### config.mk
export PLATFORM = sky130hd
export DESIGN_NAME = ita_hwpe_addrgen
export DESIGN_NICKNAME = d
export VERILOG_FILES = /design/src/rtl/ita_hwpe_addrgen_pkg.sv /design/src/rtl/ita_hwpe_addrgen_dim_cnt.sv /design/src/rtl/ita_hwpe_addrgen.sv
export SDC_FILE = /design/constraint.sdc
export NUM_CORES = 1
export LEC_CHECK = 0
export CORE_ASPECT_RATIO = 0.75
export CORE_MARGIN = 10
export CORE_UTILIZATION = 48
export CTS_CLUSTER_DIAMETER = 80
export DETAILED_ROUTE_END_ITERATION = 7
export PLACE_DENSITY = 0.72
export SETUP_SLACK_MARGIN = 0.3
export SLEW_MARGIN = 5
export SYNTH_ARGS = -nofsm -noshare
export SYNTH_HDL_FRONTEND = slang
export SYNTH_SLANG_ARGS = --single-unit
### constraint.sdc
create_clock -name clk_i -period 12.41 [get_ports clk_i]
set_input_delay 2.482 -clock clk_i [delete_from_list [all_inputs] [get_ports clk_i]]
set_output_delay 2.482 -clock clk_i [all_outputs]
set_load 0.005 [all_outputs]
### src/rtl/ita_hwpe_addrgen_pkg.sv
// Shared types for the ITA HWPE address generator: FSM state encoding,
// the configuration snapshot taken on start, and default widths.
package ita_hwpe_package;

  localparam int unsigned ITA_ADDRGEN_ADDR_W  = 32;
  localparam int unsigned ITA_ADDRGEN_LEN_W   = 32;
  localparam int unsigned ITA_ADDRGEN_STALL_W = 32;

  typedef enum logic [1:0] {
    ADDRGEN_IDLE = 2'd0,
    ADDRGEN_RUN  = 2'd1,
    ADDRGEN_DONE = 2'd2
  } ita_addrgen_state_e;

  // Everything the generator needs for one sequence, frozen at start so the
  // controller may reprogram its inputs while a sequence is running.
  typedef struct packed {
    logic [ITA_ADDRGEN_ADDR_W-1:0] base_addr;
    logic [ITA_ADDRGEN_ADDR_W-1:0] d0_stride;
    logic [ITA_ADDRGEN_ADDR_W-1:0] d1_stride;
    logic [ITA_ADDRGEN_LEN_W-1:0]  tot_len;
    logic [ITA_ADDRGEN_LEN_W-1:0]  d0_len;
    logic [ITA_ADDRGEN_LEN_W-1:0]  d1_len;
    logic                          is_2d;
  } ita_addrgen_cfg_t;

  // Only 2'b00 selects 1D; every other code walks two dimensions.
  function automatic logic dim_is_2d(input logic [1:0] dim_enable_1h);
    return dim_enable_1h != 2'b00;
  endfunction

endpackage

### src/rtl/ita_hwpe_addrgen_dim_cnt.sv
// One dimension counter of the address generator: counts steps from 0 up to
// len-1 and then wraps to 0. A length of 0 behaves as a length of 1.
module ita_hwpe_addrgen_dim_cnt #(
  parameter int unsigned LEN_W = 32
) (
  input  logic             clk_i,
  input  logic             rst_ni,
  input  logic             clear_i,
  input  logic             step_i,
  input  logic [LEN_W-1:0] len_i,
  output logic [LEN_W-1:0] cnt_o,
  output logic             wrap_o
);

  logic [LEN_W-1:0] last_idx;

  // Index of the final element of this dimension, with zero length folded to one.
  always_comb begin
    last_idx = '0;
    if (len_i != '0) begin
      last_idx = len_i - LEN_W'(1);
    end
  end

  assign wrap_o = (cnt_o == last_idx);

  // Step the count, returning to 0 after the last element; clear wins over step.
  always_ff @(posedge clk_i) begin
    if (!rst_ni) begin
      cnt_o <= '0;
    end else if (clear_i) begin
      cnt_o <= '0;
    end else if (step_i) begin
      cnt_o <= wrap_o ? '0 : cnt_o + LEN_W'(1);
    end
  end

endmodule

### src/rtl/ita_hwpe_addrgen.sv
// ITA HWPE address generator: emits a 1D or 2D strided word-address stream
// over a valid/ready handshake, then pulses done_o.
// Optional feature macro ITA_ADDRGEN_STALL_CNT_EN enables the stall counter
// behind stall_cnt_o; without it the port reads constant 0.
module ita_hwpe_addrgen
  import ita_hwpe_package::*;
#(
  parameter int unsigned ADDR_W = ITA_ADDRGEN_ADDR_W,
  parameter int unsigned LEN_W  = ITA_ADDRGEN_LEN_W
) (
  input  logic              clk_i,
  input  logic              rst_ni,
  input  logic              clear_i,
  input  logic              req_start_i,
  input  logic [ADDR_W-1:0] base_addr_i,
  input  logic [ADDR_W-1:0] d0_stride_i,
  input  logic [ADDR_W-1:0] d1_stride_i,
  input  logic [LEN_W-1:0]  tot_len_i,
  input  logic [LEN_W-1:0]  d0_len_i,
  input  logic [LEN_W-1:0]  d1_len_i,
  input  logic [1:0]        dim_enable_1h_i,
  output logic [ADDR_W-1:0] addr_o,
  output logic              addr_valid_o,
  input  logic              addr_ready_i,
  output logic              ready_start_o,
  output logic              done_o,
  output logic [31:0]       stall_cnt_o
);

  // The config snapshot struct is sized by the package widths.
  if (ADDR_W != ITA_ADDRGEN_ADDR_W || LEN_W != ITA_ADDRGEN_LEN_W) begin : g_width_check
    $error("ita_hwpe_addrgen: ADDR_W/LEN_W must match ita_hwpe_package widths");
  end

  ita_addrgen_state_e state_q;
  ita_addrgen_cfg_t   cfg_q;
  logic [LEN_W-1:0]   xfer_cnt_q;
  logic [ADDR_W-1:0]  outer_base_q;
  logic [ADDR_W-1:0]  next_outer;
  logic [ADDR_W-1:0]  next_addr;
  logic [LEN_W-1:0]   d0_cnt;
  logic [LEN_W-1:0]   d1_cnt;
  logic               d0_wrap;
  logic               d1_wrap;
  logic               xfer;
  logic               start_accept;
  logic               last_xfer;
  logic               dim_clear;
  logic               d0_step;
  logic               d1_step;
  logic               unused_signals;

  assign xfer         = (state_q == ADDRGEN_RUN) && addr_valid_o && addr_ready_i;
  assign start_accept = (state_q == ADDRGEN_IDLE) && req_start_i;
  assign last_xfer    = (xfer_cnt_q + LEN_W'(1)) == cfg_q.tot_len;
  assign dim_clear    = start_accept || clear_i;
  assign d0_step      = xfer && cfg_q.is_2d;
  assign d1_step      = d0_step && d0_wrap;

  assign unused_signals = ^{cfg_q.base_addr, d0_cnt, d1_cnt, d1_wrap};

  ita_hwpe_addrgen_dim_cnt #(.LEN_W(LEN_W)) i_dim0_cnt (
    .clk_i   (clk_i),
    .rst_ni  (rst_ni),
    .clear_i (dim_clear),
    .step_i  (d0_step),
    .len_i   (cfg_q.d0_len),
    .cnt_o   (d0_cnt),
    .wrap_o  (d0_wrap)
  );

  ita_hwpe_addrgen_dim_cnt #(.LEN_W(LEN_W)) i_dim1_cnt (
    .clk_i   (clk_i),
    .rst_ni  (rst_ni),
    .clear_i (dim_clear),
    .step_i  (d1_step),
    .len_i   (cfg_q.d1_len),
    .cnt_o   (d1_cnt),
    .wrap_o  (d1_wrap)
  );

  // Address after the current transfer: jump to the next outer row at the end
  // of an inner row in 2D, otherwise advance by the inner stride.
  always_comb begin
    next_outer = outer_base_q + cfg_q.d1_stride;
    next_addr  = addr_o + cfg_q.d0_stride;
    if (cfg_q.is_2d && d0_wrap) begin
      next_addr = next_outer;
    end
  end

  // Sequencing FSM with registered handshake outputs; clear aborts silently.
  always_ff @(posedge clk_i) begin
    if (!rst_ni) begin
      state_q       <= ADDRGEN_IDLE;
      cfg_q         <= '0;
      xfer_cnt_q    <= '0;
      outer_base_q  <= '0;
      addr_o        <= '0;
      addr_valid_o  <= 1'b0;
      ready_start_o <= 1'b1;
      done_o        <= 1'b0;
    end else if (clear_i) begin
      state_q       <= ADDRGEN_IDLE;
      addr_valid_o  <= 1'b0;
      ready_start_o <= 1'b1;
      done_o        <= 1'b0;
    end else begin
      done_o <= 1'b0;
      case (state_q)
        ADDRGEN_IDLE: begin
          if (req_start_i) begin
            cfg_q.base_addr <= base_addr_i;
            cfg_q.d0_stride <= d0_stride_i;
            cfg_q.d1_stride <= d1_stride_i;
            cfg_q.tot_len   <= tot_len_i;
            cfg_q.d0_len    <= d0_len_i;
            cfg_q.d1_len    <= d1_len_i;
            cfg_q.is_2d     <= dim_is_2d(dim_enable_1h_i);
            xfer_cnt_q      <= '0;
            outer_base_q    <= base_addr_i;
            addr_o          <= base_addr_i;
            ready_start_o   <= 1'b0;
            if (tot_len_i == '0) begin
              state_q <= ADDRGEN_DONE;
              done_o  <= 1'b1;
            end else begin
              state_q      <= ADDRGEN_RUN;
              addr_valid_o <= 1'b1;
            end
          end
        end
        ADDRGEN_RUN: begin
          if (xfer) begin
            xfer_cnt_q <= xfer_cnt_q + LEN_W'(1);
            if (cfg_q.is_2d && d0_wrap) begin
              outer_base_q <= next_outer;
            end
            if (last_xfer) begin
              state_q      <= ADDRGEN_DONE;
              addr_valid_o <= 1'b0;
              done_o       <= 1'b1;
            end else begin
              addr_o <= next_addr;
            end
          end
        end
        ADDRGEN_DONE: begin
          state_q       <= ADDRGEN_IDLE;
          ready_start_o <= 1'b1;
        end
        default: begin
          state_q       <= ADDRGEN_IDLE;
          addr_valid_o  <= 1'b0;
          ready_start_o <= 1'b1;
        end
      endcase
    end
  end

`ifdef ITA_ADDRGEN_STALL_CNT_EN
  logic [31:0] stall_cnt_q;

  // Count backpressured Run cycles for this sequence, saturating at all-ones.
  always_ff @(posedge clk_i) begin
    if (!rst_ni) begin
      stall_cnt_q <= '0;
    end else if (start_accept) begin
      stall_cnt_q <= '0;
    end else if ((state_q == ADDRGEN_RUN) && addr_valid_o && !addr_ready_i &&
                 (stall_cnt_q != '1)) begin
      stall_cnt_q <= stall_cnt_q + 32'd1;
    end
  end

  assign stall_cnt_o = stall_cnt_q;
`else
  assign stall_cnt_o = '0;
`endif

endmodule
==> results.yml <==
outcome:
  status: "completed"
logic_synthesis:
  ys_ff_latch: 262
  synth_top_area_share_pct: 29.9
  synth_area_sq_mm: 0.0175
  yosysWarnings: 0
  synthFlopType: "dfxtp_1"
  ys_seq_area_share_pct: 29.9
  synth_edf_count: 0
  synth_area_leaders: "dfxtp_1 (30%), nand2_1 (8.8%), a21oi_1 (6.9%), ha_1 (4.6%), xnor2_1 (4.5%)"
  yosys.area.top_type: "dfxtp_1"
  synth-async-reset-ratio_pct: 0
  syn_inst: 2348
  ys_types: 82
  syn_area_per_cell_sq_um: 7.46
place:
  dpl.hpwl_microns: 43100
  port_buffers: 201
  placed_cell_area_sq_mm: 0.0196
  place.gp.congestion: 0.956
  dp_cells: 2874
worst_setup_path:
  cp-start-kind: "flip-flop"
  cp.required_ns: 12.80
  critPathMaxFanout: 31
  critPathKind: "reg -> reg"
  critPathLaunch: "cfg_q[35]$_SDFFE_PN0P_"
  worstPathArrival_ns: 6.21
  end_kind: "flip-flop"
  r2r-start: "cfg_q[35]$_SDFFE_PN0P_"
clocking:
  clk_latency_ns: 0.58
  clockBufferDepth: 3
  hold_buffers: 0
  cts-root-buf: "clkbuf_16"
  clock-sinks: 262
  cts_buffers: 30
  post_cts_buffers: 0
  cts-resized-gates: 0
  clk_pin_slew_ns: 0.06
  cts_max_level: 1
  cts_tree: "yes"
power:
  cellPowerDensity_mw_per_mm2: 113
  ir_drop_uv: 89.0
  p_leak_nw: 7.68
global_route:
  grt_use_total_pct: 25.2
  grt_start_max_net_pins: 121
  grt_pass1_vias: 16600
  grt_overflow: 0
  grt_pass1_wl_microns: 91400
  antenna_found_initial: 0
cells_and_area:
  stdcell_count: 2926
  seq_area_sq_mm: 0.00525
  final_cell_area_sq_mm: 0.0206
  n_fill_cell: 3354
  antenna_cells: 0
  multi_input_area_sq_mm: 0.0114
  syn_to_final_growth_pct: 17.8
  finalNetCount: 2707
  drive_above_1_share_pct: 4.55
timing:
  drv_slew: 0
  min_period_over_period_pct: 46.9
  rsz0062_at_grt: "false"
  setup_tns_ns: 0
  setup-violations-final: 0
  slew_headroom_pct: 9.33
  skew_ns: 0.0164
  max_freq_mhz: 172
  tightest_slew_ns: 1.36
  period_needed_ns: 5.82
  finalHoldViolations: 0
run:
  maxCapViolations: 0
die:
  die_area_sq_mm: 0.0446
  core_area_sq_mm: 0.0360
  start_util_pct: 48.7
  die_w_microns: 241
  num_rows: 60
  num_io_pins: 266
  die_y_microns: 185
routing:
  wl_per_cell_microns: 20.0
  firstDrtPassIters: 8
  drt_iter0_drc: 1524
  routed_via_density: 6.08
  dr_total_vias: 17800
  drt_wl_total_microns: 58500
  ant_nets: 0
  drcViolationCount: 0
hold_path:
  hold_class: "reg -> reg"
  hp-start: "cfg_q[140]$_SDFFE_PN0P_"
## cell usage in the layout, fill, tap and decap left out, types with 15 or more instances in the layout
cell type / count
nor2b_1: 15
nand2_1: 407
clkdlybuf4s50_1: 200
nand3_1: 80
nand2b_1: 21
a21o_1: 30
o211ai_1: 15
a21oi_1: 241
clkbuf_16: 31
mux2i_1: 27
o21a_1: 18
dfxtp_1: 262
inv_1: 47
nor3_1: 88
o31ai_1: 15
buf_4: 17
xnor2_1: 90
nand4_1: 39
nor2_1: 132
or3_1: 27
a31oi_1: 19
ha_1: 65
nor4_1: 40
and3_1: 31
o21ai_0: 99
xor2_1: 55
a211oi_1: 54
conb_1: 32
## final timing paths
path	endpoint	slack, ns	cells after the start
min reg2reg	cfg_q[140]$_SDFFE_PN0P_	0.46	2
max reg2reg	i_dim0_cnt.cnt_o[31]$_SDFFE_PP0P_	6.59	10
max	i_dim0_cnt.cnt_o[31]$_SDFFE_PP0P_	6.59	10
min	cfg_q[140]$_SDFFE_PN0P_	0.46	2
## power breakdown
group	switching, mW	total [mW]	internal (mW)	leakage [nW]
Sequential	0.0355	0.911	0.876	2.13
Clock	0.372	0.971	0.600	0.538
Combinational	0.257	0.447	0.190	5.01
Total	0.664	2.33	1.67	7.68
## cells in the mapped netlist, types with 30 or more instances
cell      instances
xnor2_1          90
buf_4            33
nor4_1           41
nand4_1          39
and3_1           31
xor2_1           55
a21oi_1         241
o21ai_0          99
a211oi_1         55
dfxtp_1         262
nor3_1           88
ha_1             65
a21o_1           30
nand3_1          80
nand2_1         409
inv_1            48
clkbuf_1        132
nor2_1          135
## stage by stage
step	util (%)	setup slack [ns]	hold slack (ns)	power (mW)
3_3_place_gp	54.4	6.67	0.448	1.36
3_5_place_dp	54.4	6.65	0.453	1.37
4_1_cts	57.4	6.77	0.461	2.34
5_1_grt	57.4	6.34	0.477	2.42
6_report	57.4	6.59	0.460	2.33
2_1_floorplan	-	8.13	0.432	1.21
## cell families (layout without fill, tap and decap cells)
kind of cell / count (synthesis) / count (layout) / synth area share (%)
buf+inv: 236 / 318 / 5.95
other cells: 1 / 32 / 0.0214
xor+xnor: 149 / 149 / 7.77
fa+ha+maj: 67 / 67 / 4.87
flops: 262 / 262 / 29.9
compound gates: 629 / 629 / 23.0
mux: 33 / 33 / 1.93
simple gates: 971 / 971 / 26.5
## final cells by class
cell class	count	share of cell area, %
clock inverters	13	0.934
well taps	465	2.82
inverters	48	0.897
flip-flops and latches	262	25.4
repair buffers	218	10.3
clock buffers	39	4.29
multi-input cells	1881	55.3
## state kept, by name, indices dropped and copies added (netlist names), 2 cells and up
signal,cells
cfg_q,129
state_q,2
i_dim0_cnt.cnt_o,32
addr_o,32
xfer_cnt_q,32
outer_base_q,32
## critical path, stage by stage, from the launching register on
cell and delay [ns]:
dfxtp_1 0.38, nor4_2 0.95, nand2_1 0.36, or3_1 0.62, o31a_1 0.32, xnor2_1 0.15
nor4_1 0.42, o2111ai_1 0.27, or4_4 0.78, o21ai_2 1.13, a211oi_1 0.21
## routing by layer
layer	global-route usage, %	wire [microns]	vias up	part of all wire, %
met5	0	0	-	0
met4	6.39	1430	0	2.4
met3	3.84	4520	79	7.7
met2	39.4	25900	665	44
met1	35.4	26700	8456	46
li1	-	-	8601	-
Power figures use the tool's default switching activity.
